==> src/rtl/rv16_hazard_ctrl_if.sv <==
// Handshake bundle between the rv16 datapath (master) and the hazard/forwarding controller (slave).
// Carries the ID-stage tag, EX/branch status, and the stall/flush/forward controls.
interface rv16_hazard_ctrl_if #(
  parameter int unsigned RA_W  = 4,
  parameter int unsigned DEPTH = 3,
  parameter int unsigned SEL_W = $clog2(DEPTH)
);
  logic            id_valid;
  logic [RA_W-1:0] id_rs1;
  logic [RA_W-1:0] id_rs2;
  logic            id_uses_rs1;
  logic            id_uses_rs2;
  logic [RA_W-1:0] id_rd;
  logic            id_regwrite;
  logic            id_is_load;
  logic            ex_busy;
  logic            br_taken;

  logic             pc_hold;
  logic             ifid_hold;
  logic             ifid_flush;
  logic             idex_bubble;
  logic             ex_kill;
  logic [SEL_W-1:0] fwd_a_sel;
  logic [SEL_W-1:0] fwd_b_sel;
  logic [DEPTH-1:0] stage_valid;
  logic [15:0]      stall_cnt;

  modport master (
    output id_valid, id_rs1, id_rs2, id_uses_rs1, id_uses_rs2,
           id_rd, id_regwrite, id_is_load, ex_busy, br_taken,
    input  pc_hold, ifid_hold, ifid_flush, idex_bubble, ex_kill,
           fwd_a_sel, fwd_b_sel, stage_valid, stall_cnt
  );

  modport slave (
    input  id_valid, id_rs1, id_rs2, id_uses_rs1, id_uses_rs2,
           id_rd, id_regwrite, id_is_load, ex_busy, br_taken,
    output pc_hold, ifid_hold, ifid_flush, idex_bubble, ex_kill,
           fwd_a_sel, fwd_b_sel, stage_valid, stall_cnt
  );
endinterface

==> src/rtl/rv16_hazard_ctrl.sv <==
// rv16 hazard/forwarding controller: tracks rd tags from EX to WB and drives forwarding,
// load-use stall, branch flush and multi-cycle EX hold. Define ZERO_REG_EN to hardwire r0 to zero.
module rv16_hazard_ctrl #(
  parameter int unsigned RA_W       = 4,
  parameter int unsigned DEPTH      = 3,
  parameter int unsigned LOAD_STAGE = 2,
  parameter int unsigned BR_STAGE   = 1,
  parameter int unsigned SEL_W      = $clog2(DEPTH)
) (
  input logic               clk,
  input logic               rst,
  rv16_hazard_ctrl_if.slave hz
);

  typedef enum logic [1:0] {
    ADV_SHIFT,
    ADV_LOADUSE,
    ADV_BUSY,
    ADV_FLUSH
  } adv_t;

  localparam logic BR_LATE = (BR_STAGE > 0);

  logic [DEPTH-1:0] st_v, st_we, st_ld;
  logic [RA_W-1:0]  st_rd [DEPTH];
  logic [RA_W-1:0]  ex_rs1, ex_rs2;
  logic             ex_u1, ex_u2;

  logic [DEPTH-1:0] nx_v, nx_we, nx_ld;
  logic [RA_W-1:0]  nx_rd [DEPTH];
  logic [RA_W-1:0]  nx_rs1, nx_rs2;
  logic             nx_u1, nx_u2;

  logic [DEPTH-1:0] bub;
  logic [15:0]      stall_q;
  logic [SEL_W-1:0] sel_a, sel_b;
  logic             lu, fl, hold, on;
  logic             unused_tags;
  adv_t             adv;

  function automatic logic tag_match(input logic v, input logic we,
                                     input logic [RA_W-1:0] rd, input logic [RA_W-1:0] r);
`ifdef ZERO_REG_EN
    return v && we && (rd == r) && (rd != '0);
`else
    return v && we && (rd == r);
`endif
  endfunction

  // Scan from WB towards stage 1 so the youngest producer is written last and wins.
  always_comb begin : fwd_sel
    sel_a = '0;
    sel_b = '0;
    for (int unsigned i = 1; i < DEPTH; i++) begin
      if (ex_u1 && tag_match(st_v[DEPTH-i], st_we[DEPTH-i], st_rd[DEPTH-i], ex_rs1))
        sel_a = SEL_W'(DEPTH - i);
      if (ex_u2 && tag_match(st_v[DEPTH-i], st_we[DEPTH-i], st_rd[DEPTH-i], ex_rs2))
        sel_b = SEL_W'(DEPTH - i);
    end
  end

  // Only loads that cannot yet forward their data (stages before LOAD_STAGE-1) force a stall.
  always_comb begin : load_use
    lu = 1'b0;
    for (int unsigned k = 0; k + 2 <= LOAD_STAGE; k++) begin
      if (st_ld[k] &&
          ((hz.id_uses_rs1 && tag_match(st_v[k], st_we[k], st_rd[k], hz.id_rs1)) ||
           (hz.id_uses_rs2 && tag_match(st_v[k], st_we[k], st_rd[k], hz.id_rs2))))
        lu = 1'b1;
    end
    lu = lu && hz.id_valid;
  end

  assign fl   = hz.br_taken;
  assign hold = (lu | hz.ex_busy) & ~fl;

  always_comb begin : adv_mode
    adv = ADV_SHIFT;
    if (fl)              adv = ADV_FLUSH;
    else if (hz.ex_busy) adv = ADV_BUSY;
    else if (lu)         adv = ADV_LOADUSE;
  end

  always_comb begin : bubble_mask
    bub = '0;
    unique case (adv)
      ADV_FLUSH: begin
        for (int unsigned k = 0; k < DEPTH; k++)
          if (k <= BR_STAGE) bub[k] = 1'b1;
      end
      ADV_BUSY:    bub[1] = 1'b1;
      ADV_LOADUSE: bub[0] = 1'b1;
      default:     bub = '0;
    endcase
  end

  // Default is shift with stage 0 holding; stage 0 takes the ID tag only on a plain advance,
  // then the bubble mask overrides whichever stages must be emptied.
  always_comb begin : advance
    nx_v[0]  = st_v[0];
    nx_we[0] = st_we[0];
    nx_ld[0] = st_ld[0];
    nx_rd[0] = st_rd[0];
    nx_rs1   = ex_rs1;
    nx_rs2   = ex_rs2;
    nx_u1    = ex_u1;
    nx_u2    = ex_u2;
    for (int unsigned k = 1; k < DEPTH; k++) begin
      nx_v[k]  = st_v[k-1];
      nx_we[k] = st_we[k-1];
      nx_ld[k] = st_ld[k-1];
      nx_rd[k] = st_rd[k-1];
    end
    if (adv == ADV_SHIFT) begin
      nx_v[0]  = hz.id_valid;
      nx_we[0] = hz.id_regwrite;
      nx_ld[0] = hz.id_is_load;
      nx_rd[0] = hz.id_rd;
      nx_rs1   = hz.id_rs1;
      nx_rs2   = hz.id_rs2;
      nx_u1    = hz.id_uses_rs1;
      nx_u2    = hz.id_uses_rs2;
    end
    for (int unsigned k = 0; k < DEPTH; k++) begin
      if (bub[k]) begin
        nx_v[k]  = 1'b0;
        nx_we[k] = 1'b0;
        nx_ld[k] = 1'b0;
        nx_rd[k] = '0;
      end
    end
    if (bub[0]) begin
      nx_rs1 = '0;
      nx_rs2 = '0;
      nx_u1  = 1'b0;
      nx_u2  = 1'b0;
    end
  end

  always_ff @(posedge clk) begin
    if (rst) begin
      st_v    <= '0;
      st_we   <= '0;
      st_ld   <= '0;
      st_rd   <= '{default: '0};
      ex_rs1  <= '0;
      ex_rs2  <= '0;
      ex_u1   <= 1'b0;
      ex_u2   <= 1'b0;
      stall_q <= '0;
    end else begin
      st_v   <= nx_v;
      st_we  <= nx_we;
      st_ld  <= nx_ld;
      st_rd  <= nx_rd;
      ex_rs1 <= nx_rs1;
      ex_rs2 <= nx_rs2;
      ex_u1  <= nx_u1;
      ex_u2  <= nx_u2;
      if (hold && (stall_q != '1))
        stall_q <= stall_q + 16'd1;
    end
  end

  // Load flags beyond the stall window are carried for completeness but never consulted.
  assign unused_tags = ^st_ld;

  assign on             = ~rst;
  assign hz.pc_hold     = on & hold;
  assign hz.ifid_hold   = on & hold;
  assign hz.ifid_flush  = on & fl;
  assign hz.idex_bubble = on & (fl | (lu & ~hz.ex_busy));
  assign hz.ex_kill     = on & fl & hz.ex_busy & BR_LATE;
  assign hz.fwd_a_sel   = on ? sel_a : '0;
  assign hz.fwd_b_sel   = on ? sel_b : '0;
  assign hz.stage_valid = st_v;
  assign hz.stall_cnt   = stall_q;

endmodule

==> src/flat_wrapper.sv <==
// flat-port wrapper written by rule: the top's interface ports become plain ports
module rv16_hazard_ctrl_flat 
#(
  parameter int unsigned RA_W       = 4,
  parameter int unsigned DEPTH      = 3,
  parameter int unsigned LOAD_STAGE = 2,
  parameter int unsigned BR_STAGE   = 1,
  parameter int unsigned SEL_W      = $clog2(DEPTH)
)
  (clk, rst, hz_id_valid, hz_id_rs1, hz_id_rs2, hz_id_uses_rs1, hz_id_uses_rs2, hz_id_rd, hz_id_regwrite, hz_id_is_load, hz_ex_busy, hz_br_taken, hz_pc_hold, hz_ifid_hold, hz_ifid_flush, hz_idex_bubble, hz_ex_kill, hz_fwd_a_sel, hz_fwd_b_sel, hz_stage_valid, hz_stall_cnt);
  rv16_hazard_ctrl_if #(.RA_W(RA_W), .DEPTH(DEPTH), .SEL_W(SEL_W)) hz_i ();
  input logic clk;
  input logic rst;
  input wire logic [$bits(hz_i.id_valid)-1:0] hz_id_valid;
  input wire logic [$bits(hz_i.id_rs1)-1:0] hz_id_rs1;
  input wire logic [$bits(hz_i.id_rs2)-1:0] hz_id_rs2;
  input wire logic [$bits(hz_i.id_uses_rs1)-1:0] hz_id_uses_rs1;
  input wire logic [$bits(hz_i.id_uses_rs2)-1:0] hz_id_uses_rs2;
  input wire logic [$bits(hz_i.id_rd)-1:0] hz_id_rd;
  input wire logic [$bits(hz_i.id_regwrite)-1:0] hz_id_regwrite;
  input wire logic [$bits(hz_i.id_is_load)-1:0] hz_id_is_load;
  input wire logic [$bits(hz_i.ex_busy)-1:0] hz_ex_busy;
  input wire logic [$bits(hz_i.br_taken)-1:0] hz_br_taken;
  output wire logic [$bits(hz_i.pc_hold)-1:0] hz_pc_hold;
  output wire logic [$bits(hz_i.ifid_hold)-1:0] hz_ifid_hold;
  output wire logic [$bits(hz_i.ifid_flush)-1:0] hz_ifid_flush;
  output wire logic [$bits(hz_i.idex_bubble)-1:0] hz_idex_bubble;
  output wire logic [$bits(hz_i.ex_kill)-1:0] hz_ex_kill;
  output wire logic [$bits(hz_i.fwd_a_sel)-1:0] hz_fwd_a_sel;
  output wire logic [$bits(hz_i.fwd_b_sel)-1:0] hz_fwd_b_sel;
  output wire logic [$bits(hz_i.stage_valid)-1:0] hz_stage_valid;
  output wire logic [$bits(hz_i.stall_cnt)-1:0] hz_stall_cnt;
  assign hz_i.id_valid = hz_id_valid;
  assign hz_i.id_rs1 = hz_id_rs1;
  assign hz_i.id_rs2 = hz_id_rs2;
  assign hz_i.id_uses_rs1 = hz_id_uses_rs1;
  assign hz_i.id_uses_rs2 = hz_id_uses_rs2;
  assign hz_i.id_rd = hz_id_rd;
  assign hz_i.id_regwrite = hz_id_regwrite;
  assign hz_i.id_is_load = hz_id_is_load;
  assign hz_i.ex_busy = hz_ex_busy;
  assign hz_i.br_taken = hz_br_taken;
  assign hz_pc_hold = hz_i.pc_hold;
  assign hz_ifid_hold = hz_i.ifid_hold;
  assign hz_ifid_flush = hz_i.ifid_flush;
  assign hz_idex_bubble = hz_i.idex_bubble;
  assign hz_ex_kill = hz_i.ex_kill;
  assign hz_fwd_a_sel = hz_i.fwd_a_sel;
  assign hz_fwd_b_sel = hz_i.fwd_b_sel;
  assign hz_stage_valid = hz_i.stage_valid;
  assign hz_stall_cnt = hz_i.stall_cnt;
  rv16_hazard_ctrl #(.RA_W(RA_W), .DEPTH(DEPTH), .LOAD_STAGE(LOAD_STAGE), .BR_STAGE(BR_STAGE), .SEL_W(SEL_W)) u_core (.clk(clk), .rst(rst), .hz(hz_i));
endmodule
==> config.mk <==
export PLATFORM = sky130hd
export DESIGN_NAME = rv16_hazard_ctrl_flat
export DESIGN_NICKNAME = d
export VERILOG_FILES = /design/src/rtl/rv16_hazard_ctrl_if.sv /design/src/rtl/rv16_hazard_ctrl.sv /design/src/flat_wrapper.sv
export SDC_FILE = /design/constraint.sdc
export NUM_CORES = 1
export LEC_CHECK = 0
export ABC_AREA = 1
export CORE_ASPECT_RATIO = 1.2
export CORE_MARGIN = 4
export CORE_UTILIZATION = 35
export DETAILED_ROUTE_END_ITERATION = 7
export GPL_TIMING_DRIVEN = 0
export HOLD_SLACK_MARGIN = 0.08
export PLACE_DENSITY_LB_ADDON = 0.05
export SKIP_CTS_REPAIR_TIMING = 1
export SLEW_MARGIN = 20
export SYNTH_ARGS = -nofsm -noshare
export SYNTH_HDL_FRONTEND = slang
export SYNTH_SLANG_ARGS = --single-unit
==> constraint.sdc <==
create_clock -name clk -period 1.5 [get_ports clk]
set_input_delay 0.225 -clock clk [delete_from_list [all_inputs] [get_ports clk]]
set_output_delay 0.225 -clock clk [all_outputs]
set_load 0.005 [all_outputs]
* Word-level counts from Yosys, hierarchy flattened *
Index checks and enable logic that the tools add are counted.

cells by class
  add/subtract/negate cells = 1
  multiply operators = 0
  divide/modulo/power cells = 0
  order comparisons = 0
  equal/unequal tests = 10
  shifts and indexed selects = 0
  multiplexer cells = 12
  bitwise gates (word level) = 11
  reduce and logical (&&, ||, !) cells = 24

operators by type and width
  kind                                                                    count
  4-bit equality test                                                     6
  1-bit logical AND                                                       18
  16-bit by 1-bit adder with 16-bit output (second input constant)        1
  2-bit 2-to-1 mux                                                        8
  16-bit != test (second input constant)                                  1
  2-bit OR reduction                                                      4
  1-bit bitwise AND                                                       6
  2-bit equality test (second input constant)                             2
  1-bit 2-to-1 mux                                                        4
  1-bit NOT                                                               3
  2-bit by 1-bit equality test with 1-bit output (second input constant)  1
  2-bit zero test                                                         1
  1-bit bitwise OR                                                        2
  1-bit logical OR                                                        1

storage, ports and cells
  flip-flop bits (word level) = 45
  latch bits = 0
  bits in writable memories = 0
  ROM bits = 0
  output and inout bits = 28
  word-level logic and storage cells = 73
  memories = 0

* Longest topological paths before layout *
  depth in word-level cells = 14
  gate-level depth with buffers = 13
  gate-level depth less buffers = 12

* Worst setup path after synthesis *
OpenSTA, ideal clock, no wires.

  kind = register -> output
  start = register u_core.st_rd[11] in the netlist's numbering
  end = output hz_pc_hold
  arrival = 1.375 ns
  required time = 1.275 ns
  path slack = -0.100 ns
  cell stages (with the launch flop) = 13
  cell sequence = dfxtp_1 -> inv_2 -> nand2_1 -> nand2_1 -> nor2_1 -> nand3_1 -> nand2_2 -> nand2_4 -> nand2_4 -> buf_4 -> nand2_1 -> nor2_1 -> buf_4

between the ends
  cells in the longest elaborated chain, start to end = 10
  elaborated cells on any way between the ends = 13
  those cells by class = eq/ne: 2; mux: 1; bitwise: 3; reduce/logical: 7

RTL lines
  what                                  RTL line                                        source
  start: declaration                    rv16_hazard_ctrl.sv:25                          logic [RA_W-1:0] st_rd [DEPTH];
  start signal: assignment              rv16_hazard_ctrl.sv:155                         st_rd <= nx_rd;
  4-bit equality test                   rv16_hazard_ctrl.sv:46                          return v && we && (rd == r);
  1-bit logical AND                     rv16_hazard_ctrl.sv:46
  1-bit logical AND (on tied branches)  rv16_hazard_ctrl.sv:67, rv16_hazard_ctrl.sv:68
  1-bit logical OR (*)                  rv16_hazard_ctrl.sv:67                          ((hz.id_uses_rs1 && tag_match(st_v[k], st_we[k], st_rd[k], hz.id_rs1)) ||
  1-bit logical AND (*)                 rv16_hazard_ctrl.sv:66                          if (st_ld[k] &&
  1-bit 2-to-1 mux (*)                  rv16_hazard_ctrl.sv:66
  1-bit logical AND (*)                 rv16_hazard_ctrl.sv:71                          lu = lu && hz.id_valid;
  1-bit bitwise OR (*)                  rv16_hazard_ctrl.sv:75                          assign hold = (lu | hz.ex_busy) & ~fl;
  1-bit bitwise AND (*)                 rv16_hazard_ctrl.sv:75
  1-bit bitwise AND (*)                 -
  end: declaration                      flat_wrapper.sv:24                              output wire logic [$bits(hz_i.pc_hold)-1:0] hz_pc_hold;

Every way passes the cells marked *; elsewhere a longest branch is shown, timed or not.

* Worst setup path in the final report *
  start = register u_core.st_rd[8] in the netlist's numbering
  end = output hz_pc_hold

between the ends
  cells in the longest elaborated chain, start to end = 10
  elaborated cells on any way between the ends = 13
  those cells by class = eq/ne: 2; mux: 1; bitwise: 3; reduce/logical: 7

RTL lines
  what                                  RTL line                                        source
  4-bit equality test                   rv16_hazard_ctrl.sv:46
  1-bit logical AND                     rv16_hazard_ctrl.sv:46
  1-bit logical AND (on tied branches)  rv16_hazard_ctrl.sv:67, rv16_hazard_ctrl.sv:68
  1-bit logical OR (*)                  rv16_hazard_ctrl.sv:67
  1-bit logical AND (*)                 rv16_hazard_ctrl.sv:66
  1-bit 2-to-1 mux (*)                  rv16_hazard_ctrl.sv:66
  1-bit logical AND (*)                 rv16_hazard_ctrl.sv:71
  1-bit bitwise OR (*)                  rv16_hazard_ctrl.sv:75
  1-bit bitwise AND (*)                 rv16_hazard_ctrl.sv:75
  1-bit bitwise AND (*)                 rv16_hazard_ctrl.sv:169                         assign hz.pc_hold = on & hold;

Marked as above.

==> summary.md <==
| Metric | Value |
|---|---|
| Outcome | `finished, violations left` |
| Failing checks | `setup timing` |
| Overflow after GRT | `0` |
| GRT Util Overall | `0.153` |
| Final Skew | `0.00699 ns` |
| Core region area | `0.00657 mm^2` |
| Fmax | `0.494 GHz` |
| CTS Buf Count | `5` |
| Top_reg_cell synth | `dfxtp_1` |
| Nets | `471` |
| Yosys top cell area share | `0.374` |
| I/O pin count | `49` |
| DRT Pass-1 Iters | `4` |
| Clock Path Buffers | `2` |
| Critical Path Sink Type | `primary output` |
| Crit Path Max Fanout | `8` |
| Crit path cell chain | `inv_2 -> nand2_1 -> nand2_1 -> nor2_2 -> nand3_2 -> nand2_2 -> nand2_4 -> nand2_8 -> buf_8 -> nand2_4 -> nor2_4 -> buf_6 -> buf_6` |
| Final worst path period need | `2.02 ns` |
| Logic pwr share | `0.140` |
| Setup Viol. Count Final | `37` |
| Seq pwr share | `0.521` |
| Post-synth top area cell | `dfxtp_1` |
| Area growth from synthesis to layout | `45.8%` |
| Max-slew violation count | `0` |
| Multi-input combinational cell area | `0.00140 mm^2` |
| Largest net degree at the start of global routing | `15` |
| First-pass GRT wire length | `10400 um` |
| Setup TNS | `-4.84 ns` |
| Post-synth EDFFs | `0` |
| Share of cells above drive strength 1 | `0.247` |
| Synth unique cells | `29` |
| Post-synth top cells | `nand2_1 (109), nor2_1 (62), inv_1 (51)` |
| Final worst-path cycle share | `1.35` |
| Clock sink count | `45` |
| Reg-to-reg endpoint | `u_core.hz.stall_cnt[8]` |
| WS Path Type | `reg -> out` |
| CP bufs+invs | `4` |
| Worst setup startpoint | `u_core.st_rd[8]` |
| WL per Instance | `12.5 um` |
| Initial drt markers | `97` |
| Worst setup endpoint | `hz_pc_hold` |
| RSZ-0062 raised after global routing | `yes` |
| Power Total | `2.37 mW` |
| Syn_nets | `399` |
| Die area | `0.00828 mm^2` |
| Pleak | `1.57 nW` |
| Clock latency at the later pin of the worst-skew pair | `0.30 ns` |
| Reg2reg path depth | `14` |
| Clock power frac | `0.340` |
| # fillers | `693` |
| Detailed Place HPWL | `4920 um` |
| Die W | `83.7 um` |
| Row count | `32` |
| Vias | `2524` |
| Worst vdd ir | `0.000322 V` |
| ANT cells | `0` |
| Initial Util | `0.367` |
| PnR worst setup slack | `-0.524 ns` |
| Mean Syn Cell Area | `6.39 um^2` |
| Hold Vio Cnt, Final | `0` |
| Gpl congestion | `0.925` |
| Critical Path Source Type | `register` |
| Cell Pwr Density | `676 mW/mm^2` |
| ANT nets after route | `0` |
| Initial antenna violation count | `0` |
| Non-Filler Instances | `535` |
| Critical register-to-register path startpoint | `u_core.st_rd[8]` |
| H-tree lvl count | `2` |
| NetSw | `0.618 mW` |
| Worst EP arrival | `1.80 ns` |
| CTS tree | `done` |
| DRC viols | `0` |
| Port Buffers | `48` |
| Hold Crit Class | `in -> reg` |
| Syn Std Cell Area | `0.00241 mm^2` |
| Die H | `98.9 um` |
| Crit path max-delay family | `simple AND/OR/NAND/NOR gates` |
| Cell count after synthesis | `377` |
| Register bit total from synthesis | `45` |
| Reg area | `932 um^2` |
| Vias in the first global route | `2380` |
| DR vias/cell | `4.72` |
| Net Sw Frac | `0.261` |
| Worst R2R Setup Slack | `-0.13 ns` |
| Crit path largest cell delay | `0.36 ns` |
| Maxcap violations | `0` |
| Synth area leaders | `dfxtp_1 (37%), nand2_1 (17%), nor2_1 (9.7%)` |
| CP max stage cell | `dfxtp_2` |
| Worst Max-Slew Pin Slew | `0.509 ns` |
| Synthesis Warnings | `0` |
| Slew margin rel. | `0.661` |
| DP Cell Count | `510` |
| Cell Int Power | `1.75 mW` |
| Top-count cell post-synth | `nand2_1` |
| Critical path depth | `13` |
| Post-synth ARST share | `0` |
| Detailed Route WL | `6700 um` |
| Clock root cell | `clkbuf_8` |
| Clock transition at the registers of the reported paths | `0.09 ns` |
| Req. time, crit path | `1.27 ns` |
| Seq/Total Area, Yosys | `0.374` |
[kinds of logic (layout without fill, tap and decap cells)]
| group | Yosys count | after routing | synth area share |
|---|---|---|---|
| AOI/OAI and AO/OA | 25 | 25 | 0.0571 |
| xor gates and xnor gates | 11 | 11 | 0.0400 |
| adders and majority gates | 1 | 1 | 0.00519 |
| buffers and inverters | 69 | 142 | 0.119 |
| DFF | 45 | 45 | 0.374 |
| and+or+nand+nor | 226 | 226 | 0.404 |
[metrics by stage]
step | hold WS, ns | util | setup slack (ns) | area, um^2
final | 0.229 | 0.535 | -0.524 | 3510
after global routing | 0.234 | 0.535 | -0.648 | 3510
after CTS | 0.454 | 0.473 | -1.10 | 3100
after detailed placement | 0.445 | 0.458 | -1.10 | 3010
after global placement | 0.447 | 0.458 | -1.08 | 3010
after floorplan | 0.368 | - | -0.0445 | 2420
[layer usage]
metal | vias up | wire length [um] | track usage | share of wire
li1 | 1314 | - | - | -
met1 | 1157 | 2520 | 0.156 | 0.38
met2 | 43 | 3850 | 0.307 | 0.57
met3 | 10 | 234 | 0.0284 | 0.035
met4 | 0 | 97 | 0.0495 | 0.014
met5 | - | 0 | 0 | 0
[area by class of cell]
class	instances	share of cell area
multi-input combinational	263	0.400
sequential	45	0.266
timing repair buffer	65	0.180
inverter	57	0.0631
buffer	12	0.0346
tap	85	0.0303
clock buffer	6	0.0235
clock inverter	2	0.00392
[power groups by stage]
stage               logic [mW]  registers [mW]  clock network (mW)
finish                   0.331            1.23               0.807
global route             0.364            1.24               0.887
CTS                      0.269            1.23               0.838
detailed placement       0.269            1.26                   0
global placement         0.268            1.26                   0
floorplan                0.142            1.26                   0
[worst register-to-register path: stages (launching register included)]
cell and delay (ns):
dfxtp_2 0.36, inv_2 0.05, nand2_1 0.05, nand2_1 0.07
nor2_2 0.13, nand3_2 0.11, nand2_2 0.11, nand2_4 0.08
nand2_8 0.10, buf_4 0.14, buf_4 0.14, nand3_1 0.06
nand2_1 0.06, nand2_1 0.04, nor2_1 0.07
[how the worst min path moves through the flow]
stage                                from                to  depth (start not counted)
after floorplan              hz_id_rs1[3]  u_core.ex_rs1[3]                          2
after global placement    u_core.st_we[1]   u_core.st_we[2]                          2
after detailed placement  u_core.st_we[1]   u_core.st_we[2]                          2
after CTS                 u_core.st_we[1]   u_core.st_we[2]                          2
after global routing         hz_id_rs2[0]  u_core.ex_rs2[0]                          3
final                        hz_id_rs1[0]  u_core.ex_rs1[0]                          3
[cell usage in the layout (no fill, tap or decap), types with 6 or more instances in the layout]
cell type / Yosys / routed
a21oi_1: 18 / 17
buf_4: 4 / 17
buf_6: 1 / 8
clkbuf_8: 0 / 6
clkdlybuf4s50_1: 0 / 32
dfxtp_1: 45 / 26
dfxtp_2: 0 / 16
dlymetal6s2s_1: 0 / 10
inv_1: 51 / 44
inv_2: 5 / 11
nand2_1: 109 / 102
nand2_2: 1 / 6
nand3_1: 24 / 20
nand4_1: 13 / 13
nor2_1: 62 / 55
[registers in the layout, summed over array words and instances, names as in the netlist]
signal,flops
u_core.hz.stall_cnt,16
u_core.st_rd,8
u_core.ex_rs1,4
u_core.ex_rs2,4
u_core.nx_rd,4
u_core.hz.stage_valid,3
u_core.st_we,3
u_core.ex_u1,1
u_core.ex_u2,1
u_core.st_ld,1
(Power assumes the default switching activity.)
